**config.mk**
```make
export PLATFORM = sky130hd
export DESIGN_NAME = ram_access_arbiter
export DESIGN_NICKNAME = d
export VERILOG_FILES = /design/src/rtl/ram_access_arbiter.sv
export SDC_FILE = /design/constraint.sdc
export NUM_CORES = 1
export LEC_CHECK = 0
export BUFFER_PORTS_ARGS = -buffer_cell sky130_fd_sc_hd__buf_2
export CAP_MARGIN = 20
export CELL_PAD_IN_SITES_DETAIL_PLACEMENT = 0
export CELL_PAD_IN_SITES_GLOBAL_PLACEMENT = 2
export CORE_AREA = 4 4 148 150
export CTS_BUF_LIST = sky130_fd_sc_hd__clkbuf_8
export CTS_CLUSTER_DIAMETER = 80
export DETAILED_ROUTE_END_ITERATION = 10
export DIE_AREA = 0 0 152 154
export PLACE_DENSITY_LB_ADDON = 0.1
export SYNTH_ARGS = -nofsm -noshare
export SYNTH_HDL_FRONTEND = slang
export SYNTH_SLANG_ARGS = --single-unit
```
**constraint.sdc**
```tcl
create_clock -name clk -period 2.88 [get_ports clk]
set_input_delay 0.144 -clock clk [delete_from_list [all_inputs] [get_ports clk]]
set_output_delay 0.144 -clock clk [all_outputs]
set_load 0.02 [all_outputs]
```
**src/rtl/ram_access_arbiter.sv**
```systemverilog
// Round-robin arbiter sharing one byte-addressed multi-width RAM between requesters A and B.
// One transaction in flight at a time: IDLE (grant) -> EXEC (RAM access) -> RESP (hold response).
module ram_access_arbiter #(
    parameter int unsigned ADDR_WIDTH = 5,
    parameter int unsigned DATA_WIDTH = 8,
    parameter int unsigned DEPTH      = 32
) (
    input  logic                    clk,
    input  logic                    rst_n,
    input  logic                    a_req_valid,
    output logic                    a_req_ready,
    input  logic                    a_req_we,
    input  logic [1:0]              a_req_size,
    input  logic [ADDR_WIDTH-1:0]   a_req_addr,
    input  logic [4*DATA_WIDTH-1:0] a_req_wdata,
    output logic                    a_rsp_valid,
    input  logic                    a_rsp_ready,
    output logic [4*DATA_WIDTH-1:0] a_rsp_rdata,
    output logic                    a_rsp_err,
    input  logic                    b_req_valid,
    output logic                    b_req_ready,
    input  logic                    b_req_we,
    input  logic [1:0]              b_req_size,
    input  logic [ADDR_WIDTH-1:0]   b_req_addr,
    input  logic [4*DATA_WIDTH-1:0] b_req_wdata,
    output logic                    b_rsp_valid,
    input  logic                    b_rsp_ready,
    output logic [4*DATA_WIDTH-1:0] b_rsp_rdata,
    output logic                    b_rsp_err,
    output logic                    ram_w_en,
    output logic [1:0]              ram_select,
    output logic [ADDR_WIDTH-1:0]   ram_w_addr,
    output logic [ADDR_WIDTH-1:0]   ram_r_addr,
    output logic [4*DATA_WIDTH-1:0] ram_w_data,
    input  logic [4*DATA_WIDTH-1:0] ram_r_data,
    input  logic                    cnt_clr,
    output logic [7:0]              wr_err_count,
    output logic [7:0]              rd_err_count
);
    localparam int unsigned BusW = 4 * DATA_WIDTH;
    localparam int unsigned EndW = ADDR_WIDTH + 3;

    typedef enum logic [1:0] {StIdle, StExec, StResp} state_e;
    state_e state_q, state_d;

    logic                  last_grant_q;  // 0 = A, 1 = B
    logic                  owner_q;
    logic                  we_q;
    logic                  err_q;
    logic [1:0]            size_q;
    logic [ADDR_WIDTH-1:0] addr_q;
    logic [BusW-1:0]       wdata_q;
    logic [BusW-1:0]       rdata_q;
    logic [7:0]            wr_cnt_q;
    logic [7:0]            rd_cnt_q;

    logic            grant_a, grant_b, accept, legal, aligned;
    logic [EndW-1:0] nbytes, end_addr;
    logic [BusW-1:0] rd_mask;

    // Ready is withheld while reset is asserted so no handshake can be seen during reset.
    assign grant_a = rst_n && a_req_valid && (!b_req_valid || last_grant_q);
    assign grant_b = rst_n && b_req_valid && (!a_req_valid || !last_grant_q);
    assign accept  = (state_q == StIdle) && (grant_a || grant_b);

    always_comb begin
        nbytes  = '0;
        aligned = 1'b0;
        rd_mask = '0;
        unique case (size_q)
            2'b00: begin
                nbytes                  = EndW'(1);
                aligned                 = 1'b1;
                rd_mask[DATA_WIDTH-1:0] = '1;
            end
            2'b01: begin
                nbytes                    = EndW'(2);
                aligned                   = ~addr_q[0];
                rd_mask[2*DATA_WIDTH-1:0] = '1;
            end
            2'b10: begin
                nbytes  = EndW'(4);
                aligned = (addr_q[1:0] == 2'b00);
                rd_mask = '1;
            end
            default: ;
        endcase
        end_addr = EndW'(addr_q) + nbytes;
        legal    = (size_q != 2'b11) && aligned && (end_addr <= EndW'(DEPTH));
    end

    always_comb begin
        state_d     = state_q;
        a_req_ready = 1'b0;
        b_req_ready = 1'b0;
        a_rsp_valid = 1'b0;
        b_rsp_valid = 1'b0;
        ram_w_en    = 1'b0;
        unique case (state_q)
            StIdle: begin
                a_req_ready = grant_a;
                b_req_ready = grant_b;
                if (accept) state_d = StExec;
            end
            StExec: begin
                ram_w_en = we_q && legal;
                state_d  = StResp;
            end
            StResp: begin
                a_rsp_valid = !owner_q;
                b_rsp_valid = owner_q;
                if (owner_q ? b_rsp_ready : a_rsp_ready) state_d = StIdle;
            end
            default: state_d = StIdle;
        endcase
    end

    always_ff @(posedge clk or negedge rst_n) begin
        if (!rst_n) begin
            state_q      <= StIdle;
            last_grant_q <= 1'b1;
            owner_q      <= 1'b0;
            we_q         <= 1'b0;
            size_q       <= '0;
            addr_q       <= '0;
            wdata_q      <= '0;
            rdata_q      <= '0;
            err_q        <= 1'b0;
        end else begin
            state_q <= state_d;
            if (accept) begin
                owner_q      <= grant_b;
                last_grant_q <= grant_b;
                we_q         <= grant_b ? b_req_we : a_req_we;
                size_q       <= grant_b ? b_req_size : a_req_size;
                addr_q       <= grant_b ? b_req_addr : a_req_addr;
                wdata_q      <= grant_b ? b_req_wdata : a_req_wdata;
            end
            if (state_q == StExec) begin
                err_q   <= !legal;
                rdata_q <= (legal && !we_q) ? (ram_r_data & rd_mask) : '0;
            end
        end
    end

    always_ff @(posedge clk or negedge rst_n) begin
        if (!rst_n) begin
            wr_cnt_q <= '0;
            rd_cnt_q <= '0;
        end else if (cnt_clr) begin
            wr_cnt_q <= '0;
            rd_cnt_q <= '0;
        end else if (state_q == StExec && !legal) begin
            if (we_q && wr_cnt_q != 8'hFF) wr_cnt_q <= wr_cnt_q + 8'd1;
            if (!we_q && rd_cnt_q != 8'hFF) rd_cnt_q <= rd_cnt_q + 8'd1;
        end
    end

    assign a_rsp_rdata  = a_rsp_valid ? rdata_q : '0;
    assign b_rsp_rdata  = b_rsp_valid ? rdata_q : '0;
    assign a_rsp_err    = a_rsp_valid && err_q;
    assign b_rsp_err    = b_rsp_valid && err_q;
    assign ram_select   = size_q;
    assign ram_w_addr   = addr_q;
    assign ram_r_addr   = addr_q;
    assign ram_w_data   = wdata_q;
    assign wr_err_count = wr_cnt_q;
    assign rd_err_count = rd_cnt_q;

endmodule

```
======== Yosys cells after proc, flatten, opt, wreduce, memory -nomap -nowiden ========
Cells that the tools add are included.
cells by class
  $add $sub $neg .......................... 3
  $mul .................................... 0
  div/mod/pow operators ................... 0
  $lt $le $gt $ge ......................... 1
  equality and inequality tests ........... 9
  shifts and indexed selects .............. 0
  muxes and demuxes ....................... 27
  bitwise operators ....................... 2
  reduce and logical (&&, ||, !) cells .... 34
operator list
  cell                 count
  $mux 32              4
  $mux 8               8
  $and 32x32->32       1
  $add 8x1->8 const B  2
  $mux 16              1
  $ne 8x8->1 const B   2
  $logic_and 1x1->1    14
  $pmux 3 s3           1
  $add 5x8->8          1
  $le 8x6->1 const B   1
  $mux 1               7
  $logic_not 1->1      6
  $logic_not 2->1      3
  $mux 2               3
  $ne 2x2->1 const B   3
  $pmux 2 s3           1
  $reduce_and 2->1     3
  $reduce_bool 2->1    3
  $mux 5               1
  $eq 2x1->1 const B   2
  $eq 2x2->1 const B   2
  $logic_or 1x1->1     3
  $pmux 1 s3           1
  $reduce_or 3->1      1
  2 further kinds      2
word-level totals
  register bits ........................... 93
  latch bits .............................. 0
  memory bits (writable) .................. 0
  bits in read-only memories .............. 0
  bits of input ports ..................... 119
  output and inout port bits .............. 131
  logic and storage cells ................. 87
  memories kept ........................... 0

======== Logic depth before layout (Yosys ltp) ========
  depth after elaboration ................. 9
  gate-level depth with buffers ........... 11
  depth with buffers taken out ............ 9

======== Worst setup path before layout ========
OpenSTA, ideal clock, no wires.
  path kind ............................... reg-to-reg
  start point ............................. register size_q[0], in the netlist ram_select[0]
  end point ............................... register rd_cnt_q[7], in the netlist rd_err_count[7]
  data arrival time ....................... 2,900 ps
  data required time ...................... 2,752 ps
  path slack .............................. -148 ps
  cell stages (with the launch flop) ...... 11
  path through ............................ dfrtp_1 > inv_1 > ha_1 > ha_1 > fa_1 > nor2_1 > a311o_1 > o21a_2 > buf_6 > nor4_4 > mux2_1
on the way
  cells in the longest elaborated chain, start to end .. 9
RTL lines
  element                                   RTL line  source
  from (decl)                               50        logic [1:0] size_q;
  from (signal assigned)                    135       size_q <= grant_b ? b_req_size : a_req_size;
  $eq 2x2->1, or another cell as far along  70        unique case (size_q)
  $pmux 3 s3                                70
  $add 5x8->8                               88        end_addr = EndW'(addr_q) + nbytes;
  $le 8x6->1                                89        legal = (size_q != 2'b11) && aligned && (end_addr <= EndW'(DEPTH));
  $logic_and 1x1->1 *                       89
  $logic_not 1->1 *                         153       end else if (state_q == StExec && !legal) begin
  $logic_and 1x1->1 *                       153
  $reduce_bool 2->1 (no source line) *      n/a
  $reduce_and 2->1 (no source line) *       n/a
  to (signal assigned)                      155       if (!we_q && rd_cnt_q != 8'hFF) rd_cnt_q <= rd_cnt_q + 8'd1;
  to (decl)                                 55        logic [7:0] rd_cnt_q;
Every way passes the cells marked *; elsewhere a longest branch is shown, timed or not.
A chain may end at the register's enable or synchronous reset.

======== Worst setup path in the final report ========
  start point ............................. register size_q[0], in the netlist ram_select[0]
  end point ............................... output ram_w_en
on the way
  cells in the longest elaborated chain, start to end .. 7
RTL lines
  element                                   RTL line  source
  $eq 2x2->1, or another cell as far along  70
  $pmux 3 s3                                70
  $add 5x8->8                               88
  $le 8x6->1                                89
  $logic_and 1x1->1 *                       89
  $logic_and 1x1->1 *                       106       ram_w_en = we_q && legal;
  $mux 1 *                                  99        unique case (state_q)
  to (decl)                                 30        output logic ram_w_en,
Marked as above.

==> results.txt <==
CTS clk-pin slew, worst paths: 100 ps
Slew HR: 54.19%
Leak Pwr: 0.003607 µW
Max Cap Viol: 0
CP Data Required Time: 2740 ps
Fin. max-slew vios: 0
Worst slew pin tran: 687.2 ps
Routability cong.: 0.7493
Asr flop ratio synth: 100.0%
Synthesis-to-layout area growth: 43.85%
CTS HTree Levels: 3
RSZ-0062 raised after global routing: true
Number of synthesized register bits: 93
Top post-synthesis cells by area: dfrtp_1 (47%), and2_1 (8.6%), mux2i_1 (8.2%), o21ai_0 (4.7%), a22o_1 (4.3%)
Syn nets: 606
Worst skew pair latency: 370 ps
Ys flop type: dfrtp_1
Post-Syn Area per Cell: 10.24 µm²
1st-iter DRT viols: 176
Status: finished, final reports clean
CTS tree: yes
Drt wl/cell: 15.41 µm
First-pass GRT wire length: 24.79 mm
Vias per Instance: 4.368
Count of antenna-violating nets left after detailed routing: 0
Clock Skew: 16.93 ps
Synth Instances: 474
FF-to-FF Start: ram_select[0]
Post-synth top area cell: dfrtp_1
Data arrival, critical path: 2700 ps
Worst setup EP type: output pin
Max VDD drop: 0.3045 mV
Vias in the first global route: 4546
Cell area after layout: 6985 µm²
Commonest cells post-synth: dfrtp_1 (92), and2_1 (67), nand2_1 (48)
Most common cell in the netlist: dfrtp_1
Number of synthesized flops with an enable pin: 0
PwrDens: 833.8 nW/µm²
Final worst path period need: 2840 ps
Count of final setup violators: 0
CTS Buf Count: 9
Critical path origin: ram_select[0]
Total power: 5825 µW
CP Max Fanout: 3
Peak Freq: 0.3521 GHz
1st-pass router iterations: 4
Crit share post-route: 98.60%
Startpoint types: flip-flop
WS Path Type: reg2out
Die footprint: 23410 µm²
Core Region: 20690 µm²
PortBufs: 249
Area share of the largest cell type after synthesis: 47.41%
# IOs: 250
Tot GR Track Use: 13.11%
Starting density of the core: 23.47%
Min-delay src: ram_r_data[10]
TNS Setup: 0 ps
Register area share after synthesis: 47.95%
# clock sinks: 93
Nets: 873
Mapped cell area: 4856 µm²
Initial antenna violation count: 2
DP Area: 6387 µm²
Fraction of layout cells with a size suffix above 1: 40.35%
Detail Placement HPWL: 11.87 mm
# DRC: 0
Largest net degree at the start of global routing: 58
Die height: 154 µm
Clk root buf: clkbuf_8
Synth warn: 0
Synth unique cells: 42
Vias: 4464
Worst min-delay path class: in2reg
Final Hold Fails: 0
Grt ovf: 0
# rows: 53
WL final: 15.74 mm
Clock Path Buffers: 2
Die Wd: 152 µm
worst paths after layout:
path / end / slack, ps / cells after the start
hold / removal: rdata_q[10] / 30 / 2
max in group asynchronous: ram_w_data[19] / 1290 / 4
hold reg to reg: ram_w_data[26] / 480 / 2
min in group asynchronous: ram_w_data[3] / 490 / 3
setup / recovery: ram_w_en / 40 / 9
setup reg to reg: rd_err_count[0] / 110 / 10
cells by family (layout without fill, tap and decap cells):
logic type      after synthesis  in the layout  synth area share [%]
mux                          44             44                 9.173
buf+inv                      48            320                 5.076
other cells                   0              1                     0
compound gates              112            112                 15.46
flops                        93             93                 47.95
fa+ha+maj                    13             13                 3.504
simple gates                164            164                 18.84
cell usage in the layout (no fill, tap or decap), types with 2 or more instances in the layout:
| cell type | netlist | final |
|---|---|---|
| buf_2 | 5 | 247 |
| dfrtp_1 | 92 | 90 |
| and2_1 | 67 | 67 |
| nand2_1 | 48 | 48 |
| o21ai_0 | 46 | 45 |
| mux2i_1 | 40 | 40 |
| dlygate4sd3_1 | 0 | 26 |
| a22o_1 | 24 | 24 |
| buf_4 | 6 | 18 |
| nand3_1 | 13 | 13 |
| a21oi_1 | 14 | 13 |
| inv_1 | 10 | 10 |
| clkbuf_8 | 0 | 10 |
| o31ai_1 | 9 | 9 |
| or4_1 | 9 | 9 |
| ha_1 | 12 | 9 |
| a32o_1 | 8 | 8 |
| nor2_1 | 8 | 6 |
| and3_1 | 5 | 5 |
| nor2b_1 | 3 | 3 |
| mux2_1 | 3 | 3 |
| bufinv_16 | 0 | 3 |
| nor2_2 | 0 | 2 |
| a21oi_4 | 0 | 2 |
| a311o_1 | 2 | 2 |
| nand2b_1 | 2 | 2 |
| o21ai_1 | 2 | 2 |
| or3_1 | 3 | 2 |
| nor4_4 | 2 | 2 |
| ha_4 | 0 | 2 |
| buf_12 | 0 | 2 |
| dfrtp_2 | 0 | 2 |
power by group:
group          switching (µW)  leakage [µW]  internal [µW]
Combinational            1620       0.00226           1020
Sequential                340       0.00121           1780
Clock                     476      0.000129            594
sequential cells by signal (all words and copies together), names as in the netlist, 2 cells and up:
register      flops
ram_select        2
state_q           2
rdata_q          32
ram_r_addr        5
wr_err_count      8
ram_w_data       32
rd_err_count      8
critical path, stage by stage, from the launching register on:
cell,delay (ps)
dfrtp_2,390
inv_2,50
ha_4,150
ha_4,160
fa_1,470
or3_4,410
a21oi_4,200
o21ai_2,90
nor3_2,220
buf_4,170
layout make-up:
cell class / count / area, µm²
antenna: 1 / 2.502
clock buffer: 10 / 137.6
clock inverter: 6 / 102.6
fill: 2244 / 13700
inverter: 11 / 43.79
multi-input combinational: 333 / 2352
sequential: 93 / 2331
tap: 275 / 344.1
timing repair buffer: 293 / 1672
stage by stage:
step	utilization [%]	cells	hold slack (ps)	worst slack [ps]
after detailed placement	30.87	974	362.9	-12.15
after CTS	33.45	1019	2.526	-11.38
after floorplan	-	474	-151.6	80.82
after global placement	30.87	974	363.6	77.19
after global routing	33.76	1022	13.74	-81.47
final	33.76	1022	27.71	40.29
routing by layer:
layer  track usage (%)  part of all wire (%)  up-vias
met1             17.09                    44     2081
met2             20.55                    46      171
met4             3.339                  0.90        2
met5                 0                 0.044        -
met3             5.010                   8.5       10
li1                  -                     -     2200
repair_timing:
item                       4_1_cts  5_1_grt
resized for setup                4        8
pin swaps                        3        6
hold buffers                    26        0
hold endpoints to repair        66        0
setup buffers                    3        2
setup endpoints to repair       10       15
Note: power is estimated with default switching activity, not from simulation.
